==> src/rtl/srio_user_pkg.sv <==
// -----------------------------------------------------------------------------
// srio_user_pkg
// Shared definitions for the user NWRITE traffic generator:
//   - state_t      : sequencer state encoding
//   - LFSR_TAPS    : feedback taps of x^32 + x^22 + x^2 + x + 1 (Fibonacci form)
//   - LFSR_SEED    : value loaded into the LFSR at the start of a run
//   - calc_beats() : beats needed for a payload of (size+1) bytes
//   - rem_bytes()  : number of valid bytes in the last beat of a packet
//   - lfsr_step()  : one LFSR shift
// -----------------------------------------------------------------------------
package srio_user_pkg;

    typedef enum logic [1:0] {
        IDLE      = 2'd0,
        WAIT_RDY  = 2'd1,
        DATA      = 2'd2,
        WAIT_DONE = 2'd3
    } state_t;

    // Bits 31, 21, 1 and 0 correspond to the x^32, x^22, x^2 and x terms.
    localparam logic [31:0] LFSR_TAPS = 32'h8020_0003;
    localparam logic [31:0] LFSR_SEED = 32'hFFFF_FFFF;

    // ceil((size+1)/bpb) for a power-of-two bpb reduces to (size >> log2(bpb)) + 1.
    function automatic logic [12:0] calc_beats(input logic [11:0] size, input int bpb_log2);
        return ({1'b0, size} >> bpb_log2) + 13'd1;
    endfunction

    // Bytes carried by the final beat: 1..bpb, never 0.
    function automatic logic [4:0] rem_bytes(input logic [11:0] size, input int bpb_log2);
        logic [11:0] low;
        low = size & ((12'd1 << bpb_log2) - 12'd1);
        return 5'(low) + 5'd1;
    endfunction

    function automatic logic [31:0] lfsr_step(input logic [31:0] s);
        return {s[30:0], ^(s & LFSR_TAPS)};
    endfunction

    function automatic logic [31:0] lfsr_init();
        return LFSR_SEED;
    endfunction

endpackage

==> src/rtl/user_pattern_gen.sv <==
// -----------------------------------------------------------------------------
// user_pattern_gen
// Payload pattern source. Lanes are 32 bits wide and filled MSB-first with
// consecutive pattern values; the pattern advances by one value per lane each
// time a beat is accepted, and restarts when init is pulsed.
//
// Optional feature macro: USER_NWR_GEN_LFSR_EN
//   defined   : mode=1 selects a 32-bit LFSR pattern, mode=0 the word counter
//   undefined : no LFSR logic; mode is ignored and the counter is always used
//
// Ports:
//   clk      in   clock (rising edge)
//   rst      in   synchronous active-high reset
//   init     in   restart the pattern (start of a run)
//   advance  in   beat accepted, step to the next beat's values
//   mode     in   pattern select (0 counter, 1 LFSR)
//   data     out  current beat payload, DATA_W bits
// -----------------------------------------------------------------------------
module user_pattern_gen
    import srio_user_pkg::*;
#(
    parameter int DATA_W = 64
) (
    input  logic              clk,
    input  logic              rst,
    input  logic              init,
    input  logic              advance,
    input  logic              mode,
    output logic [DATA_W-1:0] data
);

    localparam int LANES = DATA_W / 32;

    logic [31:0]       ctr;
    logic [DATA_W-1:0] ctr_data;

    // NOTE: sequential state is written with <= so every register in the design samples pre-edge values.
    always_ff @(posedge clk) begin
        if (rst) begin
            ctr <= '0;
        end else if (init) begin
            ctr <= '0;
        end else if (advance) begin
            ctr <= ctr + 32'(LANES);
        end
    end

    // NOTE: the output gets a default before the loop so no path through this block can infer a latch.
    always_comb begin
        ctr_data = '0;
        for (int k = 0; k < LANES; k++) begin
            ctr_data[DATA_W-1-32*k -: 32] = ctr + 32'(k);
        end
    end

`ifdef USER_NWR_GEN_LFSR_EN
    logic [31:0]       lfsr;
    logic [31:0]       lfsr_walk;
    logic [DATA_W-1:0] lfsr_data;

    // Walk the LFSR once per lane; the value left after the last lane is
    // the first lane of the next beat.
    always_comb begin
        lfsr_walk = lfsr;
        lfsr_data = '0;
        for (int k = 0; k < LANES; k++) begin
            lfsr_data[DATA_W-1-32*k -: 32] = lfsr_walk;
            lfsr_walk = lfsr_step(lfsr_walk);
        end
    end

    always_ff @(posedge clk) begin
        if (rst || init) begin
            lfsr <= lfsr_init();
        end else if (advance) begin
            lfsr <= lfsr_walk;
        end
    end

    assign data = mode ? lfsr_data : ctr_data;
`else
    // Only the counter pattern exists in this build.
    logic unused_mode;
    assign unused_mode = mode;
    assign data        = ctr_data;
`endif

endmodule

==> src/rtl/user_nwr_gen.sv <==
// -----------------------------------------------------------------------------
// user_nwr_gen
// Generates runs of NWRITE packets on an AXI-stream style user interface.
// A run is started by start_in; each packet waits for nwr_ready_in, streams
// ceil((size+1)/(DATA_W/8)) beats and then waits for nwr_done_in. A run ends
// after pkt_num_in packets (0 = continuous) or after the packet in progress
// when abort_in is seen; done_o pulses on return to IDLE.
//
// Optional feature macro: USER_NWR_GEN_LFSR_EN (LFSR payload for mode_in=1).
//
// Ports:
//   log_clk, log_rst         clock, synchronous active-high reset
//   start_in, abort_in       run control pulses
//   pkt_num_in, size_in,     run parameters, captured on start_in
//   base_addr_in, mode_in
//   nwr_ready_in             core can accept the next packet header
//   nwr_done_in              core finished the current packet
//   user_tready_in           stream backpressure
//   user_addr_o, user_tsize_o          current packet address / size-1
//   user_tdata_o, user_tvalid_o,       payload stream
//   user_tkeep_o, user_tlast_o
//   busy_o, pkt_cnt_o, done_o          run status
// -----------------------------------------------------------------------------
module user_nwr_gen
    import srio_user_pkg::*;
#(
    parameter int DATA_W = 64,
    parameter int CNT_W  = 16
) (
    input  logic                log_clk,
    input  logic                log_rst,
    input  logic                start_in,
    input  logic                abort_in,
    input  logic [CNT_W-1:0]    pkt_num_in,
    input  logic [11:0]         size_in,
    input  logic [33:0]         base_addr_in,
    input  logic                mode_in,
    input  logic                nwr_ready_in,
    input  logic                nwr_done_in,
    input  logic                user_tready_in,
    output logic [33:0]         user_addr_o,
    output logic [11:0]         user_tsize_o,
    output logic [DATA_W-1:0]   user_tdata_o,
    output logic                user_tvalid_o,
    output logic [DATA_W/8-1:0] user_tkeep_o,
    output logic                user_tlast_o,
    output logic                busy_o,
    output logic [CNT_W-1:0]    pkt_cnt_o,
    output logic                done_o
);

    localparam int BPB      = DATA_W / 8;
    localparam int BPB_LOG2 = $clog2(BPB);

    state_t state, state_nxt;

    logic [CNT_W-1:0]  pkt_num_r;
    logic              mode_r;
    logic [12:0]       beats_r;
    logic [12:0]       beat_cnt;
    logic              abort_pend;
    logic [CNT_W-1:0]  pkt_cnt;
    logic [CNT_W:0]    pkt_cnt_inc;
    logic              done_r;

    logic              accept;
    logic              last_beat;
    logic              last_accept;
    logic              start_ok;
    logic              done_evt;
    logic              abort_now;
    logic              more_pkts;
    logic [4:0]        rem;
    logic [BPB-1:0]    keep_last;
    logic [DATA_W-1:0] pat_data;

    assign accept      = user_tvalid_o & user_tready_in;
    assign last_beat   = (beat_cnt == beats_r - 13'd1);
    assign last_accept = accept & last_beat;
    assign start_ok    = (state == IDLE) & start_in;
    assign done_evt    = (state == WAIT_DONE) & nwr_done_in;
    // An abort arriving together with nwr_done_in still ends the run.
    assign abort_now   = abort_pend | abort_in;
    assign pkt_cnt_inc = {1'b0, pkt_cnt} + {{CNT_W{1'b0}}, 1'b1};
    // pkt_cnt_inc is the count after the packet just completed.
    assign more_pkts   = (pkt_num_r == '0) || (pkt_cnt_inc < {1'b0, pkt_num_r});

    assign rem       = rem_bytes(user_tsize_o, BPB_LOG2);
    assign keep_last = {BPB{1'b1}} << (BPB - int'(rem));

    // ---------------------------------------------------------------- FSM
    always_ff @(posedge log_clk) begin
        if (log_rst) begin
            state <= IDLE;
        end else begin
            state <= state_nxt;
        end
    end

    always_comb begin
        state_nxt = state;
        case (state)
            IDLE:      if (start_in)     state_nxt = WAIT_RDY;
            WAIT_RDY:  if (nwr_ready_in) state_nxt = DATA;
            DATA:      if (last_accept)  state_nxt = WAIT_DONE;
            WAIT_DONE: if (nwr_done_in)  state_nxt = (more_pkts && !abort_now) ? WAIT_RDY : IDLE;
            default:                     state_nxt = IDLE;
        endcase
    end

    // ----------------------------------------------------------- datapath
    always_ff @(posedge log_clk) begin
        if (log_rst) begin
            pkt_num_r    <= '0;
            mode_r       <= 1'b0;
            beats_r      <= '0;
            beat_cnt     <= '0;
            abort_pend   <= 1'b0;
            pkt_cnt      <= '0;
            done_r       <= 1'b0;
            user_addr_o  <= '0;
            user_tsize_o <= '0;
        end else begin
            done_r <= 1'b0;
            if (start_ok) begin
                pkt_num_r    <= pkt_num_in;
                mode_r       <= mode_in;
                beats_r      <= calc_beats(size_in, BPB_LOG2);
                beat_cnt     <= '0;
                abort_pend   <= 1'b0;
                pkt_cnt      <= '0;
                user_addr_o  <= base_addr_in;
                user_tsize_o <= size_in;
            end else begin
                if (abort_in && state != IDLE) begin
                    abort_pend <= 1'b1;
                end
                if (accept) begin
                    beat_cnt <= last_beat ? '0 : beat_cnt + 13'd1;
                end
                // Address moves to the next packet only once this packet's
                // last beat is gone, so it is stable across the whole packet.
                if (last_accept) begin
                    user_addr_o <= user_addr_o + {22'd0, user_tsize_o} + 34'd1;
                end
                if (done_evt) begin
                    pkt_cnt <= pkt_cnt_inc[CNT_W-1:0];
                    if (!(more_pkts && !abort_now)) begin
                        done_r <= 1'b1;
                    end
                end
            end
        end
    end

    user_pattern_gen #(
        .DATA_W (DATA_W)
    ) u_pattern (
        .clk     (log_clk),
        .rst     (log_rst),
        .init    (start_ok),
        .advance (accept),
        .mode    (mode_r),
        .data    (pat_data)
    );

    // ------------------------------------------------------------ outputs
    // tvalid follows the DATA state directly: DATA is only left on an
    // accepted last beat, so valid can never drop without acceptance.
    assign user_tvalid_o = (state == DATA);
    assign user_tlast_o  = user_tvalid_o & last_beat;
    assign user_tkeep_o  = !user_tvalid_o ? '0 : (last_beat ? keep_last : '1);
    assign user_tdata_o  = user_tvalid_o ? pat_data : '0;
    assign busy_o        = (state != IDLE);
    assign pkt_cnt_o     = pkt_cnt;
    assign done_o        = done_r;

endmodule

==> config.mk <==
export PLATFORM = sky130hd
export DESIGN_NAME = user_nwr_gen
export DESIGN_NICKNAME = d
export VERILOG_FILES = /design/src/rtl/srio_user_pkg.sv /design/src/rtl/user_pattern_gen.sv /design/src/rtl/user_nwr_gen.sv
export SDC_FILE = /design/constraint.sdc
export NUM_CORES = 1
export LEC_CHECK = 0
export ABC_AREA = 0
export CORE_MARGIN = 3
export CORE_UTILIZATION = 54
export CTS_BUF_LIST = sky130_fd_sc_hd__clkbuf_16
export DETAILED_ROUTE_END_ITERATION = 10
export PLACE_DENSITY = 0.87
export REMOVE_ABC_BUFFERS = 1
export SKIP_CTS_REPAIR_TIMING = 1
export SKIP_LAST_GASP = 1
export SYNTH_ARGS = -nofsm -noshare
export SYNTH_HDL_FRONTEND = slang
export SYNTH_SLANG_ARGS = --single-unit
==> constraint.sdc <==
create_clock -name log_clk -period 7.75 [get_ports log_clk]
set_input_delay 1.55 -clock log_clk [delete_from_list [all_inputs] [get_ports log_clk]]
set_output_delay 1.55 -clock log_clk [all_outputs]
set_load 0.01 [all_outputs]
==> key figures, run 1 <==
STA
  • Final Skew: 0.0106 ns
  • Setup_tns: 0 ns
  • Final Hold Viols: 0
  • RSZ-0062 raised after global routing: false
  • Relative slew slack: 26.1%
  • Worst setup margin: 2.32 ns
  • Fmax achieved: 0.184 GHz
  • Final period util: 70.1%
  • Slew @ Worst Pin: 1.11 ns
  • Final worst path period need: 5.43 ns
  • Final setup viols: 0
  • Slew Limit Fails: 0

Final layout
  • Area delta synth->final: 27.9%
  • Layout cell share with drive strength beyond 1: 3.84%
  • Fill cells: 1188
  • Diodes inserted: 0
  • Multi-input gate area: 4990 um^2
  • Nets: 1318
  • Non-Filler Instances: 1408
  • Post-layout util: 72.1%
  • Storage cell area: 2720 um^2
  • Fin area: 10700 um^2

Floorplan
  • Row count: 44
  • Starting Density: 56.4%
  • Chip height: 130 um
  • Ports: 208
  • Core footprint: 14800 um^2
  • Die area: 17000 um^2
  • Die Width: 130 um

Critical path
  • Worst r2r dst: user_addr_o[26]$_SDFFE_PP0P_
  • R2R Setup Slk: 3.59 ns
  • Crit. End Element: output pin
  • Crit Path Max Fanout: 14
  • Critical path class: reg -> out
  • Reg2reg path depth: 8
  • WP data arrival: 3.88 ns
  • Slowest CP cell: nand4_1
  • Worst r2r src: state[0]$_SDFFE_PP0P_
  • Critical Path RT: 6.20 ns
  • Cell chain of the critical path: inv_1, ha_1, nand2b_1, a21oi_1, a2111o_1, nor4b_1, nand4_1, or2_2, nor2b_1, clkdlybuf4s50_1
  • Slowest stage delay, CP: 0.59 ns
  • Startpoint Class: flop
  • Setup crit start: beats_r[0]$_SDFFE_PP0P_
  • Critical Path End: user_tkeep_o[1]

Placed design
  • DP Area: 10200 um^2
  • Port bufs: 205
  • DP Worst Slack: 2.85 ns
  • Routability cong.: 0.858
  • Post-DP HPWL: 15.4 mm
  • Placed instance count: 1376

Clocking
  • Clock tree buffer depth: 2
  • Num CTS Buffers: 17
  • Clock transition at the registers of the reported paths: 0.06 ns
  • # clock sinks: 136
  • Root Driver: clkbuf_16
  • Clock insertion delay at the later pin of the skew report: 0.42 ns
  • CTS H-Tree Depth: 4
  • CTS tree: built

Detailed routing
  • Drt total wl: 21.9 mm
  • First drt pass iteration count: 6
  • Post-route ant nets: 0
  • Initial DRC count: 486
  • Vias: 8091
  • Drt wl/cell: 15.6 um
  • # DRC: 0
  • DR vias/cell: 5.75

Flow run
  • Max cap viols: 0

Synthesis
  • Sequential-to-total area share from yosys stat: 32.6%
  • Dominant synthesized flop cell: dfxtp_1
  • Synth cell types: 64
  • Async S/R FF share, synth: 0%
  • Post-Synthesis Cells: 1074
  • Flops & latches, synth: 136
  • Yosys top cell area share: 32.6%
  • Synth area leaders: dfxtp_1, nor2_1, nand2_1
  • Synth Warn #: 0
  • Mapped Area: 8350 um^2
  • Synth area leader: dfxtp_1
  • Avg Cell Area, Syn: 7.77 um^2
  • EDFF count, synth: 0

Power and ir drop
  • Worst VDD drop: 0.184 mV
  • Cell Pwr Density: 241 nW/um^2
  • Leakage: 3.95 nW

Global routing
  • Total GRT Usage: 25.5%
  • Total gr overflow: 0
  • Initial antenna violation count: 0
  • Global-route wire length before repair: 35.7 mm
  • Vias in the first global route: 7494
  • Largest net degree at the start of global routing: 95

Hold path
  • HP Class: reg -> reg
  • Hold Crit Depth: 2

Run status
  • Status: finished, final reports clean
==> cells in the mapped netlist (4+ instances only) <==
library cell	number
or4_1	15
xnor2_1	42
ha_1	36
nand4_1	21
a21oi_1	62
buf_2	6
o31a_1	8
a21o_1	8
nand3_1	49
nand2b_1	5
dfxtp_1	136
a311oi_1	16
a211oi_1	23
clkbuf_1	42
and4_1	8
o31ai_1	16
or2_2	6
xor2_1	41
nor4_1	20
nand2_1	130
buf_4	34
a31oi_1	4
buf_1	6
nor3_1	15
o211ai_1	4
mux2i_1	13
and2_1	32
or3_1	13
nor2b_1	8
o21ai_0	26
inv_1	40
nor2_1	131
and3_1	13
==> cell families after synthesis <==
group	Yosys count	synth area share, %
other	1	0.0449
multiplexers	14	1.69
buffers and inverters	132	7.82
flip-flops	136	32.6
AO/OA/AOI/OAI	191	15.2
XOR/XNOR	83	8.71
AND/OR/NAND/NOR	480	28.2
adder cells (fa/ha/maj)	37	5.64
==> area by class of cell <==
type                    count  area share [%]
repair buffers            209            19.5
multi-input cells         806            46.8
clock inverters            15           0.691
clock buffers              17            3.98
well taps                 184            2.16
flip-flops and latches    136            25.5
inverters                  41            1.44
==> power breakdown <==
part,internal [W],switching [W]
registers,0.000798,0.000118
logic,0.000438,0.000528
clock network,0.000396,0.000297
total,0.00163,0.000944
==> layer usage <==
| layer | global-route usage, % | vias up | part of all wire (%) |
|---|---|---|---|
| met1 | 31.8 | 3790 | 43 |
| met2 | 44.0 | 247 | 49 |
| met3 | 5.53 | 35 | 6.0 |
| li1 | - | 4019 | - |
| met5 | 0 | - | 0 |
| met4 | 8.19 | 0 | 1.8 |
==> critical path: cells and delay by family, from the launching register on <==
kind            cells  cell delay, ns
fa+ha+maj           1            0.27
flops               1            0.35
simple gates        5            1.80
compound gates      2            0.46
buf+inv             2            0.59
==> sequential cells by signal (all words and copies together), names as in the netlist <==
signal / count
beat_cnt: 13
pkt_cnt_o: 16
beats_r: 10
state: 2
done_o: 1
user_tsize_o: 12
user_addr_o: 34
abort_pend: 1
u_pattern.ctr: 31
pkt_num_r: 16
==> layout by cell type, fill, tap and decap left out, drive strengths merged, types with 13 or more instances in the layout <==
| cell | instances |
|---|---|
| o31ai | 16 |
| a211oi | 23 |
| mux2i | 13 |
| or3 | 13 |
| and3 | 13 |
| dfxtp | 136 |
| clkbuf | 17 |
| a21oi | 62 |
| inv | 44 |
| or4 | 15 |
| clkdlybuf4s50 | 204 |
| nand2 | 130 |
| nor3 | 15 |
| a311oi | 16 |
| xnor2 | 42 |
| and2 | 32 |
| o21ai | 27 |
| nand3 | 49 |
| nor2 | 131 |
| xor2 | 41 |
| nor4 | 21 |
| ha | 36 |
| nand4 | 22 |
==> how the worst min path moves through the flow <==
| stage | slack, ns | endpoint | startpoint |
|---|---|---|---|
| floorplan | 0.44 | abort_pend$_SDFFE_PP0P_ | abort_pend$_SDFFE_PP0P_ |
| global placement | 0.45 | abort_pend$_SDFFE_PP0P_ | abort_pend$_SDFFE_PP0P_ |
| detailed placement | 0.46 | pkt_num_r[9]$_SDFFE_PP0P_ | pkt_num_r[9]$_SDFFE_PP0P_ |
| CTS | 0.47 | pkt_num_r[7]$_SDFFE_PP0P_ | pkt_num_r[7]$_SDFFE_PP0P_ |
| global route | 0.50 | pkt_num_r[9]$_SDFFE_PP0P_ | pkt_num_r[9]$_SDFFE_PP0P_ |
| finish | 0.47 | pkt_num_r[6]$_SDFFE_PP0P_ | pkt_num_r[6]$_SDFFE_PP0P_ |
==> per-stage QoR <==
| stage | total power (W) | hold slack (ns) |
|---|---|---|
| global placement | 0.00185 | 0.449 |
| floorplan | 0.00150 | 0.437 |
| finish | 0.00258 | 0.474 |
| CTS | 0.00258 | 0.472 |
| global route | 0.00273 | 0.498 |
| detailed placement | 0.00188 | 0.464 |
(Power assumes the default switching activity.)
==> run 2, diff against run 1 <==
--- a/config.mk
+++ b/config.mk
@@ -7,10 +7,10 @@
 export LEC_CHECK = 0
 export ABC_AREA = 0
 export CORE_MARGIN = 3
-export CORE_UTILIZATION = 54
+export CORE_UTILIZATION = 50
 export CTS_BUF_LIST = sky130_fd_sc_hd__clkbuf_16
 export DETAILED_ROUTE_END_ITERATION = 10
-export PLACE_DENSITY = 0.87
+export PLACE_DENSITY = 0.81
 export REMOVE_ABC_BUFFERS = 1
 export SKIP_CTS_REPAIR_TIMING = 1
 export SKIP_LAST_GASP = 1
==> constraint.sdc (replaced) <==
create_clock -name log_clk -period 5.3 [get_ports log_clk]
set_input_delay 1.06 -clock log_clk [delete_from_list [all_inputs] [get_ports log_clk]]
set_output_delay 1.06 -clock log_clk [all_outputs]
set_load 0.01 [all_outputs]
==> run 2 against run 1 <==
Net effect: combinational power grew 46%; via count shrank 1.1%; global-route usage fell by 2.3 points; largest power group unchanged.
==> key figures, run 2 (same netlist as run 1, synthesis figures left out) <==
Critical path
  • R2R Setup Slk: 1.26 ns (-2.33 ns)
  • WP data arrival: 3.81 ns (-0.07 ns)
  • Setup crit start: beats_r[0]$_SDFFE_PP0P_
  • Critical path class: reg -> out
  • Buf+Inv Stages, Crit Path: 2 (unchanged)
  • Crit. End Element: output pin
  • Worst r2r src: pkt_cnt_o[0]$_SDFFE_PP0P_
  • Startpoint Class: flop
  • Crit Path Max Fanout: 14 (unchanged)
  • WP depth: 10 (unchanged)
  • Reg2reg path depth: 13 (+5)
  • Largest delay contributor family on the critical path: simple AND/OR/NAND/NOR gates
  • Slowest CP cell: nand4_1
  • Slowest stage delay, CP: 0.55 ns (-0.04 ns)
  • Cell chain of the critical path: inv_1, ha_1, nand2b_1, a21oi_1, a2111o_1, nor4b_1, nand4_1, or2_2, nor2b_1, clkdlybuf4s50_1
  • Critical Path End: user_tkeep_o[1]
  • Worst r2r dst: state[0]$_SDFFE_PP0P_
  • Critical Path RT: 4.24 ns (-1.96 ns)

Floorplan
  • Die area: 18300 um^2 (+7.6%)
  • Die Width: 135 um (+3.7%)
  • Ports: 208 (unchanged)
  • Core footprint: 16100 um^2 (+8.8%)
  • Chip height: 135 um (+3.7%)
  • Row count: 46 (+4.5%)
  • Starting Density: 51.8% (-4.6 points)

Detailed routing
  • Vias: 8001 (-1.1%)
  • # DRC: 0 (unchanged)
  • Initial DRC count: 441 (-9.3%)
  • Drt total wl: 21.6 mm (-1.4%)
  • Drt wl/cell: 15.0 um (-3.9%)
  • Post-route ant nets: 0 (unchanged)
  • First drt pass iteration count: 6 (unchanged)
  • DR vias/cell: 5.54 (-3.6%)

STA
  • Setup_tns: 0 ns (unchanged)
  • Final Hold Viols: 0 (unchanged)
  • Final setup viols: 0 (unchanged)
  • Relative slew slack: 32.5% (+6.4 points)
  • Final worst path period need: 4.87 ns
  • RSZ-0062 raised after global routing: false
  • Slew @ Worst Pin: 1.01 ns (-0.0989 ns)
  • Slew Limit Fails: 0 (unchanged)
  • Fmax achieved: 0.205 GHz
  • Final Skew: 0.0106 ns (+0.0000538 ns)
  • Final period util: 91.9%

Final layout
  • Layout cell share with drive strength beyond 1: 4.32% (+0.48 points)
  • Diodes inserted: 0 (unchanged)
  • Commonest non-fill, non-tap cell in the layout: clkdlybuf4s50_1
  • Max reg flops: 34 (unchanged)
  • Area delta synth->final: 29.3%
  • Biggest register: user_addr_o
  • Nets: 1322 (+0.30%)
  • Most frequent cells in the layout: clkdlybuf4s50_1, dfxtp_1, nor2_1, nand2_1, a21oi_1
  • Post-layout util: 67.0% (-5.1 points)
  • Fin area: 10800 um^2 (+1.1%)
  • Biggest registers after layout: user_addr_o (34), u_pattern.ctr (31)

Global routing
  • Largest net degree at the start of global routing: 94 (-1.1%)
  • Vias in the first global route: 7253 (-3.2%)
  • Initial antenna violation count: 0 (unchanged)
  • Global-route wire length before repair: 35.3 mm (-1.1%)
  • Total GRT Usage: 23.2% (-2.3 points)
  • Total gr overflow: 0 (unchanged)

Placed design
  • DP Area: 10200 um^2 (+0.69%)
  • Port bufs: 205 (unchanged)
  • Routability cong.: 0.878 (+2.4%)
  • Post-DP HPWL: 15.4 mm (+0.45%)

Hold path
  • Hold Crit Depth: 2 (unchanged)
  • Hold path start: pkt_num_r[9]$_SDFFE_PP0P_
  • HP Class: reg -> reg

Flow run
  • Max cap viols: 0 (unchanged)

Power and ir drop
  • Leakage: 4.01 nW (+1.5%)
  • Cell Pwr Density: 358 nW/um^2 (+48%)
  • Worst VDD drop: 0.268 mV (+45%)

Clocking
  • Num CTS Buffers: 17 (unchanged)
  • # clock sinks: 136 (unchanged)
  • Clock transition at the registers of the reported paths: 0.06 ns (about the same)
  • CTS H-Tree Depth: 4 (unchanged)
  • Root Driver: clkbuf_16
  • Clock insertion delay at the later pin of the skew report: 0.41 ns (about the same)
  • Clock tree buffer depth: 2 (unchanged)
  • CTS tree: built

Run status
  • Status: finished, final reports clean
## run 2: cell types whose count changed in the layout (fill, tap and decap cells not counted), sizes merged
cell,delta
buf,+4
clkinvlp,-3
bufinv,+2
inv,+1
## run 2: worst min-delay path by stage
stage                                            to
final                     pkt_num_r[9]$_SDFFE_PP0P_
after global placement      abort_pend$_SDFFE_PP0P_
after global routing      pkt_num_r[5]$_SDFFE_PP0P_
after CTS                 pkt_num_r[9]$_SDFFE_PP0P_
after detailed placement  pkt_num_r[7]$_SDFFE_PP0P_
after floorplan             abort_pend$_SDFFE_PP0P_
## run 2: metrics by stage
stage               instances  hold slack, ns  setup WS (ns)  power [W]
floorplan                 983           0.437           1.08    0.00219
global placement         1412           0.454          0.955    0.00273
detailed placement       1412           0.466          0.905    0.00276
CTS                      1444           0.475          0.432    0.00388
global route             1444           0.494          0.117    0.00409
finish                   1444           0.473          0.427    0.00386
## run 2: area by class of cell
type	instances	area (um^2)
flip-flops and latches	136	2720
multi-input cells	806	4990
repair buffers	213	2110
fillers	1343	5320
well taps	216	270
clock buffers	17	425
clock inverters	15	123
inverters	41	154
## run 2: power by group
| group | leakage [nW] | switching, W | internal [W] |
|---|---|---|---|
| logic | 2.60 | 0.000768 | 0.000644 |
| registers | 1.11 | 0.000172 | 0.00117 |
| clock network | 0.296 | 0.000433 | 0.000677 |
## run 2: tightest hold or removal path: cells and delay by family (launching register included)
family | cells | cell delay, ns
AO/OA/AOI/OAI | 1 | 0.05
AND/OR/NAND/NOR | 1 | 0.05
flip-flops | 1 | 0.32
## run 2: metal layers
layer | GRT usage (%) | vias up | wire (um)
met2 | 38.7 | 228 | 10400
met3 | 4.79 | 29 | 1250
met4 | 7.50 | 0 | 399
met5 | 0 | - | 0
met1 | 30.2 | 3712 | 9500
li1 | - | 4032 | -
